### src/rtl/cpu_dbg_pkg.sv
// Shared definitions for the run-control / state-dump engine.
//   state_e       : controller states
//   DK_*          : dump beat kinds carried on dump_kind_o
//   HC_*          : bit positions inside halt_cause_o
package cpu_dbg_pkg;

   typedef enum logic [2:0] {
      ST_IDLE  = 3'd0,
      ST_RUN   = 3'd1,
      ST_TDUMP = 3'd2,
      ST_RDUMP = 3'd3,
      ST_MDUMP = 3'd4,
      ST_DONE  = 3'd5
   } state_e;

   localparam logic [1:0] DK_TRACE = 2'd0;
   localparam logic [1:0] DK_REG   = 2'd1;
   localparam logic [1:0] DK_MEM   = 2'd2;

   localparam int HC_BUDGET = 0;
   localparam int HC_BKPT   = 1;

endpackage

### src/rtl/cpu_run_monitor_if.sv
// Dump stream port of cpu_run_monitor (valid/ready).
//   dump_valid_o  : beat valid          (master -> slave)
//   dump_ready_i  : consumer accepts    (slave  -> master)
//   dump_kind_o   : DK_TRACE / DK_REG / DK_MEM
//   dump_index_o  : beat index within its kind
//   dump_data_o   : {pc, instr} for trace, {zeros, word} otherwise
interface cpu_run_monitor_if #(
   parameter int DATA_W = 32
) ();
   logic                  dump_valid_o;
   logic                  dump_ready_i;
   logic [1:0]            dump_kind_o;
   logic [15:0]           dump_index_o;
   logic [2*DATA_W-1:0]   dump_data_o;

   modport master (
      output dump_valid_o, dump_kind_o, dump_index_o, dump_data_o,
      input  dump_ready_i
   );

   modport slave (
      input  dump_valid_o, dump_kind_o, dump_index_o, dump_data_o,
      output dump_ready_i
   );
endinterface

### src/rtl/trace_ring.sv
// Circular capture buffer with saturating entry count.
//   clk, rst : clock, synchronous active-high reset (clears pointer/count)
//   clr      : clear pointer/count (new run)
//   we,wdata : write one entry at the write pointer
//   rd_idx   : read offset counted from the oldest live entry
//   rdata    : combinational read data
//   count    : live entries, saturates at DEPTH
module trace_ring #(
   parameter  int DEPTH = 16,
   parameter  int WIDTH = 64,
   localparam int AW    = $clog2(DEPTH),
   localparam int CW    = $clog2(DEPTH + 1)
) (
   input  logic             clk,
   input  logic             rst,
   input  logic             clr,
   input  logic             we,
   input  logic [WIDTH-1:0] wdata,
   input  logic [AW-1:0]    rd_idx,
   output logic [WIDTH-1:0] rdata,
   output logic [CW-1:0]    count
);

   logic [WIDTH-1:0] mem [DEPTH];
   logic [AW-1:0]    wr_ptr;
   logic [AW-1:0]    rd_ptr;

   always_ff @(posedge clk) begin
      if (rst || clr) begin
         wr_ptr <= '0;
         count  <= '0;
      end else if (we) begin
         wr_ptr <= wr_ptr + 1'b1;   // power-of-two depth: wraps naturally
         if (count != CW'(DEPTH))
            count <= count + 1'b1;
      end
   end

   always_ff @(posedge clk) begin
      if (we)
         mem[wr_ptr] <= wdata;
   end

   // Oldest entry sits count slots behind the write pointer; when full the
   // low bits of count are zero, so the oldest is the write pointer itself.
   assign rd_ptr = wr_ptr - count[AW-1:0] + rd_idx;
   assign rdata  = mem[rd_ptr];

endmodule

### src/rtl/cpu_run_monitor.sv
// Run-control and state-dump engine beside the MIPS core.
// Arms on start, lets the core run while tracing {pc, instr}, halts on the
// cycle budget or a PC breakpoint, then streams trace, register file and
// watched memory words over the dump port.
//   clk, rst            : clock, synchronous active-high reset
//   start               : arm a run (IDLE/DONE only)
//   halt_pc_en, halt_pc : PC breakpoint, sampled live during RUN
//   pc_i, instr_i       : core fetch stream
//   cpu_stall_o         : core freeze, low only in RUN
//   rf_raddr_o/rdata_i  : register-file debug read port (combinational)
//   dm_raddr_o/rdata_i  : data-memory debug read port (combinational)
//   watch_addr_i        : NUM_WATCH packed byte addresses
//   dump                : dump stream (master side)
//   halt_cause_o        : {breakpoint, budget}
//   cycles_o            : cycles executed in the last run
//   done_o              : dump finished
module cpu_run_monitor
   import cpu_dbg_pkg::*;
#(
   parameter int DATA_W      = 32,
   parameter int TRACE_DEPTH = 16,
   parameter int MAX_CYCLES  = 30,
   parameter int NUM_REGS    = 32,
   parameter int NUM_WATCH   = 2
) (
   input  logic                      clk,
   input  logic                      rst,
   input  logic                      start,
   input  logic                      halt_pc_en,
   input  logic [DATA_W-1:0]         halt_pc,
   input  logic [DATA_W-1:0]         pc_i,
   input  logic [DATA_W-1:0]         instr_i,
   output logic                      cpu_stall_o,
   output logic [4:0]                rf_raddr_o,
   input  logic [DATA_W-1:0]         rf_rdata_i,
   output logic [DATA_W-1:0]         dm_raddr_o,
   input  logic [DATA_W-1:0]         dm_rdata_i,
   input  logic [NUM_WATCH*DATA_W-1:0] watch_addr_i,
   cpu_run_monitor_if.master         dump,
   output logic [1:0]                halt_cause_o,
   output logic [15:0]               cycles_o,
   output logic                      done_o
);

   localparam int AW = $clog2(TRACE_DEPTH);
   localparam int CW = $clog2(TRACE_DEPTH + 1);

   state_e              state;
   logic [15:0]         idx;
   logic [CW-1:0]       tcount;
   logic [2*DATA_W-1:0] trdata;
   logic                arm, running, bud, bkp, fire;

   assign arm     = start && (state == ST_IDLE || state == ST_DONE);
   assign running = (state == ST_RUN);
   // Halt checks look at the entry being captured this edge.
   assign bud     = (cycles_o + 16'd1) == 16'(MAX_CYCLES);
   assign bkp     = halt_pc_en && (pc_i == halt_pc);
   assign fire    = dump.dump_valid_o && dump.dump_ready_i;

   trace_ring #(
      .DEPTH (TRACE_DEPTH),
      .WIDTH (2*DATA_W)
   ) u_ring (
      .clk    (clk),
      .rst    (rst),
      .clr    (arm),
      .we     (running),
      .wdata  ({pc_i, instr_i}),
      .rd_idx (idx[AW-1:0]),
      .rdata  (trdata),
      .count  (tcount)
   );

   always_ff @(posedge clk) begin
      if (rst) begin
         state        <= ST_IDLE;
         idx          <= '0;
         cycles_o     <= '0;
         halt_cause_o <= '0;
      end else begin
         case (state)
            ST_IDLE, ST_DONE: begin
               if (start) begin
                  state        <= ST_RUN;
                  idx          <= '0;
                  cycles_o     <= '0;
                  halt_cause_o <= '0;
               end
            end
            ST_RUN: begin
               cycles_o <= cycles_o + 16'd1;
               if (bud || bkp) begin
                  halt_cause_o[HC_BUDGET] <= bud;
                  halt_cause_o[HC_BKPT]   <= bkp;
                  state <= ST_TDUMP;
                  idx   <= '0;
               end
            end
            // A halt always captures at least one entry, so count >= 1 here.
            ST_TDUMP: begin
               if (fire) begin
                  if (idx == 16'(tcount) - 16'd1) begin
                     state <= ST_RDUMP;
                     idx   <= '0;
                  end else begin
                     idx <= idx + 16'd1;
                  end
               end
            end
            ST_RDUMP: begin
               if (fire) begin
                  if (idx == 16'(NUM_REGS - 1)) begin
                     state <= ST_MDUMP;
                     idx   <= '0;
                  end else begin
                     idx <= idx + 16'd1;
                  end
               end
            end
            ST_MDUMP: begin
               if (fire) begin
                  if (idx == 16'(NUM_WATCH - 1)) begin
                     state <= ST_DONE;
                     idx   <= '0;
                  end else begin
                     idx <= idx + 16'd1;
                  end
               end
            end
            default: state <= ST_IDLE;
         endcase
      end
   end

   // Beat fields are pure functions of state/idx, so they hold while stalled.
   always_comb begin
      cpu_stall_o       = (state != ST_RUN);
      done_o            = (state == ST_DONE);
      dump.dump_valid_o = (state == ST_TDUMP) || (state == ST_RDUMP) ||
                          (state == ST_MDUMP);
      dump.dump_kind_o  = DK_TRACE;
      dump.dump_index_o = '0;
      dump.dump_data_o  = '0;
      rf_raddr_o        = '0;
      dm_raddr_o        = '0;
      case (state)
         ST_TDUMP: begin
            dump.dump_index_o = idx;
            dump.dump_data_o  = trdata;
         end
         ST_RDUMP: begin
            dump.dump_kind_o  = DK_REG;
            dump.dump_index_o = idx;
            rf_raddr_o        = idx[4:0];
            // R0 is architecturally zero whatever the RF model returns.
            dump.dump_data_o  = {{DATA_W{1'b0}},
                                 (idx == 16'd0) ? {DATA_W{1'b0}} : rf_rdata_i};
         end
         ST_MDUMP: begin
            dump.dump_kind_o  = DK_MEM;
            dump.dump_index_o = idx;
            for (int k = 0; k < NUM_WATCH; k++)
               if (idx == 16'(k))
                  dm_raddr_o = watch_addr_i[k*DATA_W +: DATA_W];
            dump.dump_data_o  = {{DATA_W{1'b0}}, dm_rdata_i};
         end
         default: ;
      endcase
   end

endmodule
### src/flat_wrapper.sv
// flat-port wrapper written by rule: the top's interface ports become plain ports
module cpu_run_monitor_flat import cpu_dbg_pkg::*;
#(
   parameter int DATA_W      = 32,
   parameter int TRACE_DEPTH = 16,
   parameter int MAX_CYCLES  = 30,
   parameter int NUM_REGS    = 32,
   parameter int NUM_WATCH   = 2
)
  (clk, rst, start, halt_pc_en, halt_pc, pc_i, instr_i, cpu_stall_o, rf_raddr_o, rf_rdata_i, dm_raddr_o, dm_rdata_i, watch_addr_i, halt_cause_o, cycles_o, done_o, dump_dump_valid_o, dump_dump_kind_o, dump_dump_index_o, dump_dump_data_o, dump_dump_ready_i);
  cpu_run_monitor_if #(.DATA_W(DATA_W)) dump_i ();
  input  logic clk;
  input  logic rst;
  input  logic start;
  input  logic halt_pc_en;
  input  logic [DATA_W-1:0] halt_pc;
  input  logic [DATA_W-1:0] pc_i;
  input  logic [DATA_W-1:0] instr_i;
  output logic cpu_stall_o;
  output logic [4:0] rf_raddr_o;
  input  logic [DATA_W-1:0] rf_rdata_i;
  output logic [DATA_W-1:0] dm_raddr_o;
  input  logic [DATA_W-1:0] dm_rdata_i;
  input  logic [NUM_WATCH*DATA_W-1:0] watch_addr_i;
  output logic [1:0] halt_cause_o;
  output logic [15:0] cycles_o;
  output logic done_o;
  output wire logic [$bits(dump_i.dump_valid_o)-1:0] dump_dump_valid_o;
  output wire logic [$bits(dump_i.dump_kind_o)-1:0] dump_dump_kind_o;
  output wire logic [$bits(dump_i.dump_index_o)-1:0] dump_dump_index_o;
  output wire logic [$bits(dump_i.dump_data_o)-1:0] dump_dump_data_o;
  input wire logic [$bits(dump_i.dump_ready_i)-1:0] dump_dump_ready_i;
  assign dump_dump_valid_o = dump_i.dump_valid_o;
  assign dump_dump_kind_o = dump_i.dump_kind_o;
  assign dump_dump_index_o = dump_i.dump_index_o;
  assign dump_dump_data_o = dump_i.dump_data_o;
  assign dump_i.dump_ready_i = dump_dump_ready_i;
  cpu_run_monitor #(.DATA_W(DATA_W), .TRACE_DEPTH(TRACE_DEPTH), .MAX_CYCLES(MAX_CYCLES), .NUM_REGS(NUM_REGS), .NUM_WATCH(NUM_WATCH)) u_core (.clk(clk), .rst(rst), .start(start), .halt_pc_en(halt_pc_en), .halt_pc(halt_pc), .pc_i(pc_i), .instr_i(instr_i), .cpu_stall_o(cpu_stall_o), .rf_raddr_o(rf_raddr_o), .rf_rdata_i(rf_rdata_i), .dm_raddr_o(dm_raddr_o), .dm_rdata_i(dm_rdata_i), .watch_addr_i(watch_addr_i), .dump(dump_i), .halt_cause_o(halt_cause_o), .cycles_o(cycles_o), .done_o(done_o));
endmodule
### config.mk
export PLATFORM = sky130hd
export DESIGN_NAME = cpu_run_monitor_flat
export DESIGN_NICKNAME = d
export VERILOG_FILES = /design/src/rtl/cpu_dbg_pkg.sv /design/src/rtl/cpu_run_monitor_if.sv /design/src/rtl/trace_ring.sv /design/src/rtl/cpu_run_monitor.sv /design/src/flat_wrapper.sv
export SDC_FILE = /design/constraint.sdc
export NUM_CORES = 1
export LEC_CHECK = 0
export CORE_MARGIN = 8
export CORE_UTILIZATION = 40
export DETAILED_ROUTE_END_ITERATION = 7
export GPL_TIMING_DRIVEN = 0
export PLACE_DENSITY = 0.67
export SLEW_MARGIN = 20
export SYNTH_ARGS = -nofsm -noshare
export SYNTH_HDL_FRONTEND = slang
export SYNTH_SLANG_ARGS = --single-unit
### constraint.sdc
create_clock -name clk -period 11.65 [get_ports clk]
set_input_delay 3.495 -clock clk [delete_from_list [all_inputs] [get_ports clk]]
set_output_delay 3.495 -clock clk [all_outputs]
set_load 0.01 [all_outputs]
# Word level (Yosys, flattened, before mapping)
# Memory sizes are Yosys's and may differ from the RTL's.
# Cells that the tools add are included.
[totals]
register_bits = 46
mem_bits_rw = 1024
inputBits = 229
out_inout_bits = 140
word_cells = 85
n_memories = 1
[mem_list]
columns = ["name", "words", "width", "rd", "rd_clocked_by_memory_dff", "write_ports", "line", "source"]
rows = [
  ["u_core.u_ring.mem", 16, 64, 1, 0, 1, "trace_ring.sv:24", "logic [WIDTH-1:0] mem [DEPTH];"],
]
[op_classes]
addsub = 7
n_eq_ne = 20
mux = 32
reduce_logical = 19
[ops]
columns = ["op", "count"]
rows = [
  ["$pmux 64 s3", 1],
  ["$mux 16", 9],
  ["$mux 32", 4],
  ["$pmux 16 s5", 1],
  ["$add 16x1->16 const B", 2],
  ["$eq 16x5->1 const B", 2],
  ["$eq 32x32->1", 1],
  ["$pmux 16 s2", 1],
  ["$mux 3", 8],
  ["$eq 16x1->1 const B", 1],
  ["$eq 16x16->1", 1],
  ["$logic_not 16->1", 1],
  ["$pmux 3 s5", 1],
  ["$ne 2x1->1 const B", 6],
  ["$pmux 2 s2", 2],
  ["$reduce_and 8->1", 1],
  ["$eq 3x2->1 const B", 2],
  ["$eq 3x3->1 const B", 2],
  ["$reduce_and 6->1", 1],
  ["$sub 5x1->6 const B", 1],
  ["$add 5x1->5 const B", 1],
  ["$logic_or 1x1->1", 5],
  ["$mux 5", 1],
  ["$ne 5x5->1 const B", 1],
  ["16 further kinds", 22],
]

# Depth between registers and ports, before layout
[logic_depth]
ltp_word = 6
depth_mapped = 13
depth_no_buf = 11

# By module
# Synthesis repeated with hierarchy kept, for this count alone.
[hier_totals]
hier_cells = 2437
hier_area_um2 = 43880.8
[modules_own_cells]
columns = ["mod", "n_inst", "cells_per_inst", "area_per_inst_um2", "seq_area_each_um2"]
rows = [
  ["trace_ring", 1, 1806, 39522.9, 30929.7],
  ["cpu_run_monitor", 1, 631, 4357.9, 740.7],
]

# Worst setup path before layout
# No wires, ideal clock.
[synth_path]
kind = "input -> output"
startpoint = "input rf_rdata_i[0]"
endpoint = "output dump_dump_data_o[0]"
t_arrival_ps = 3839
t_required_ps = 8155
path_slack_ps = 4316
path_stages = 1
n_path_buf = 0
cell_sequence = "a221o_1"
[synth_via]
elab_chain_len = 2
[synth_lines]
columns = ["element", "line", "source"]
rows = [
  ["start, declared", "flat_wrapper.sv:21", "input logic [DATA_W-1:0] rf_rdata_i;"],
  ["$mux 32", "cpu_run_monitor.sv:158", "(idx == 16'd0) ? {DATA_W{1'b0}} : rf_rdata_i};"],
  ["$pmux 64 s3", "cpu_run_monitor.sv:147", "case (state)"],
  ["end, declared", "flat_wrapper.sv:31", "output wire logic [$bits(dump_i.dump_data_o)-1:0] dump_dump_data_o;"],
]
# Every way passes these cells.

# Final worst setup path
[layout_path]
startpoint = "register u_core.idx[0]"
endpoint = "output dump_dump_data_o[34]"
[layout_via]
elab_chain_len = 3
[layout_lines]
columns = ["element", "line", "source"]
rows = [
  ["start, declared", "cpu_run_monitor.sv:49", "logic [15:0] idx;"],
  ["start signal, assigned", "cpu_run_monitor.sv:107", "idx <= idx + 16'd1;"],
  ["start signal, assigned", "cpu_run_monitor.sv:117", "idx <= idx + 16'd1;"],
  ["start signal, assigned", "cpu_run_monitor.sv:127", "idx <= idx + 16'd1;"],
  ["$add 4x4->4", "trace_ring.sv:46", "assign rd_ptr = wr_ptr - count[AW-1:0] + rd_idx;"],
  ["$mem_v2 16x64", "n/a", ""],
  ["$pmux 64 s3", "cpu_run_monitor.sv:147", ""],
]
# Every way passes these cells.

==> results by group <==
Run status
  • Status: complete, no violations

Logic synthesis
  • Seq cells post-synth: roughly 1100
  • Synthesized area: approximately 0.044 mm²
  • Post-synth EDFFs: roughly 1000
  • Ranking of synthesized cells by area: edfxtp_1 (70%), mux4_2 (13%), a211oi_1 (2.3%), dfxtp_1 (2.1%), mux2i_1 (1.5%)
  • Yosys top cell area share: 0.702
  • FFs w/ async S/R, synth: 0
  • Post-synthesis sequential area ratio: 0.723
  • YS warnings: 0
  • Post-Synthesis Cells: approximately 2300
  • Prevailing post-synth register cell: edfxtp_1
  • Post-Syn Nets: 2548
  • Post-synthesis cell type count: slightly below 70
  • Syn avg cell area: about 19 µm²
  • Leading area contributor after synthesis: edfxtp_1

Final layout
  • Multi-input gate area in the final layout: 0.0114 mm²
  • Fin util: 0.498
  • Layout cell share with drive strength beyond 1: 0.201
  • Non-filler cells, final: between 4000 and 5000
  • Reg area: approximately 0.032 mm²
  • Final nets: 3112
  • Fill count: between 8000 and 9000
  • P&R area growth vs syn: 23.6%

STA
  • Setup TNS: 0 ns
  • Pins Over Slew Limit: 0
  • Final Cycle Share: 0.842
  • RSZ-0062 raised after global routing: no
  • Clock Skew: 0.0625 ns
  • Min Tclk post-route: roughly 9.8 ns
  • Final Hold Fails: 0
  • Fmax: ~0.10 GHz
  • Setup-failing EPs final: 0
  • Rel. slew slack: 0.328
  • Worst slew pin tran: between 1 and 1.5 ns

Worst setup path
  • Crit path DAT: 6.31 ns
  • Slowest cell delay on critical path: 0.78 ns
  • Crit-path max FO: 10
  • Worst setup SP type: flop
  • CP max stage cell: clkbuf_1
  • CP endpoint kind: output port
  • CP delay by family, top: buffers and inverters
  • Crit Path Category: flop to output port
  • Crit path buffers/inverters: 7
  • Crit-path cells: inv_1 -> ha_1 -> inv_1 -> ha_1 -> fa_1 -> buf_2 -> buf_2 -> buf_2 -> clkbuf_1 -> mux4_2 -> mux2i_1 -> a211oi_1 -> clkdlybuf4s50_1
  • Worst endpoint required time: between 8 and 9 ns
  • Worst path most repeated cell: buf_2

Pwr
  • P_leak: about 17 nW
  • Peak VDD IR: roughly 180 µV
  • Power Density: 234 mW/mm²

Placement
  • Post-DP HPWL: just over 80000 µm
  • Placed Instances: between 4000 and 5000
  • PortBufs: approximately 370
  • GP Congestion: 0.865

GRT
  • Largest net degree at the start of global routing: 23
  • Overflow after GRT: 0
  • Initial antenna violation count: 7
  • First-pass GRT wire length: 172000 µm
  • Total track usage: 0.190
  • Number of global-route vias before repair: approximately 26000

CTS
  • Clk sink count: approximately 1100
  • TritonCTS clock tree: done
  • Clock slew at reported path FFs: about 0.06 ns
  • H-tree levels: 3
  • Post-CTS setup buffers: 0
  • Post-cts resize count: 0
  • Worst-skew pair later-pin latency: 0.71 ns
  • Max clock buf depth: 3
  • Clock Root Buffer: clkbuf_16
  • CTS Buf Count: 107
  • Hold buffers post-CTS: 0

Die
  • Initial Utilization: 0.403
  • Die height: between 300 and 400 µm
  • IO Pins: ~370
  • Row count: 121
  • Core Footprint: approximately 0.11 mm²
  • Die X-Extent: around 350 µm
  • Die area: ~0.12 mm²

Drt
  • WL/cell: ~27 µm
  • Avg Vias per Cell: roughly 5.7
  • Vias: between 20000 and 30000
  • First-pass DRT Iterations: 8
  • Routed Antenna Nets: 0
  • Drt total wl: ~120000 µm
  • DRC Markers: 0
  • Initial drt markers: 2521

Run
  • Max_cap viols: 0

Worst hold path
  • Hold WC Path Type: flop to flop
-- state kept, by name, indices dropped and copies added (netlist names) --
signal                cells
u_core.u_ring.mem      1024
u_core.idx               16
u_core.u_ring.wr_ptr      4
u_core.halt_cause_o       2
u_core.state              3
u_core.cycles_o          16
u_core.u_ring.count       5
-- tightest hold or removal path, cell delays in order, from the launching register on --
cell and delay [ns]:
dfxtp_1 0.35, nand2_1 0.07, a21oi_1 0.06
-- report_power, final --
group,leakage (nW),switching [mW],internal [mW]
sequential,9.59,0.0373,4.34
combinational,5.63,2.69,2.35
clock,1.63,1.45,1.83
total,16.9,4.18,8.51
-- cell usage after synthesis, types with 7 or more instances --
library cell / count
xor2_1: 33
nor4_1: 18
clkbuf_1: 85
buf_2: 41
nor2_1: 103
xnor2_1: 13
edfxtp_1: 1024
a221o_1: 38
nand3_1: 24
o21ai_0: 14
mux2i_1: 67
a22oi_1: 36
nor2b_1: 75
nand2_1: 61
a21oi_1: 26
nand2b_1: 7
buf_6: 9
ha_1: 15
nand4_1: 12
a211oi_1: 132
nor3_1: 16
dfxtp_1: 46
and2_1: 17
mux4_2: 256
or4_1: 7
buf_4: 9
inv_1: 26
-- metrics by stage --
step	total power, mW	instance area, µm²	hold slack [ns]	setup slack [ns]
after floorplan	7.92	43800	0.482	4.32
after global placement	9.42	49300	0.499	0.296
after detailed placement	9.54	50800	0.513	2.55
after CTS	12.8	54100	0.523	1.79
after global routing	13.2	54100	0.558	1.59
final	12.7	54100	0.527	1.84
-- final cells by class --
cell class,count,area share
Clock inverter,58,0.00989
Timing Repair Buffer,455,0.0936
Inverter,27,0.00187
Antenna cell,5,0.000231
Buffer,149,0.0138
Multi-Input combinational cell,1055,0.211
Tap cell,1414,0.0327
Clock buffer,139,0.0520
Sequential cell,1070,0.585
-- kinds of logic after synthesis --
kind of cell | Yosys count | share of synthesized area
adders and majority gates | 18 | 0.00566
xor gates and xnor gates | 47 | 0.00957
AOI/OAI and AO/OA | 287 | 0.0496
muxes | 324 | 0.147
DFF | 1070 | 0.723
and+or+nand+nor | 379 | 0.0456
buffers and inverters | 176 | 0.0194
-- cell usage in the layout (no fill, tap or decap), types with 26 or more instances in the layout --
cell	netlist	layout
a211oi_1	132	132
a21oi_1	26	26
a221o_1	38	38
a22oi_1	36	36
buf_2	41	41
buf_4	9	40
clkbuf_1	85	114
clkbuf_16	0	107
clkdlybuf4s50_1	0	368
dfxtp_1	46	46
edfxtp_1	1024	1024
inv_1	26	26
mux2i_1	67	67
mux4_2	256	256
nand2_1	61	61
nor2_1	103	91
nor2b_1	75	75
xor2_1	33	33
-- path summary, 6_finish.rpt --
path                           startpoint                  endpoint  slack, ns  cells past startpoint
hold reg to reg   u_core.u_ring.wr_ptr[1]   u_core.u_ring.wr_ptr[1]       0.53                      2
hold / removal    u_core.u_ring.wr_ptr[1]   u_core.u_ring.wr_ptr[1]       0.53                      2
setup / recovery            u_core.idx[0]      dump_dump_data_o[34]       1.84                     13
setup reg to reg          u_core.state[2]  u_core.u_ring.mem[0][59]       8.00                     11
-- routing by layer --
metal | up-vias | track usage | wire length (µm)
li1 | 10655 | - | -
met1 | 13104 | 0.246 | 47700
met4 | 4 | 0.0463 | 2480
met5 | - | 0 | 26
met2 | 1116 | 0.330 | 59400
met3 | 196 | 0.0374 | 8570
(Power assumes the default switching activity.)
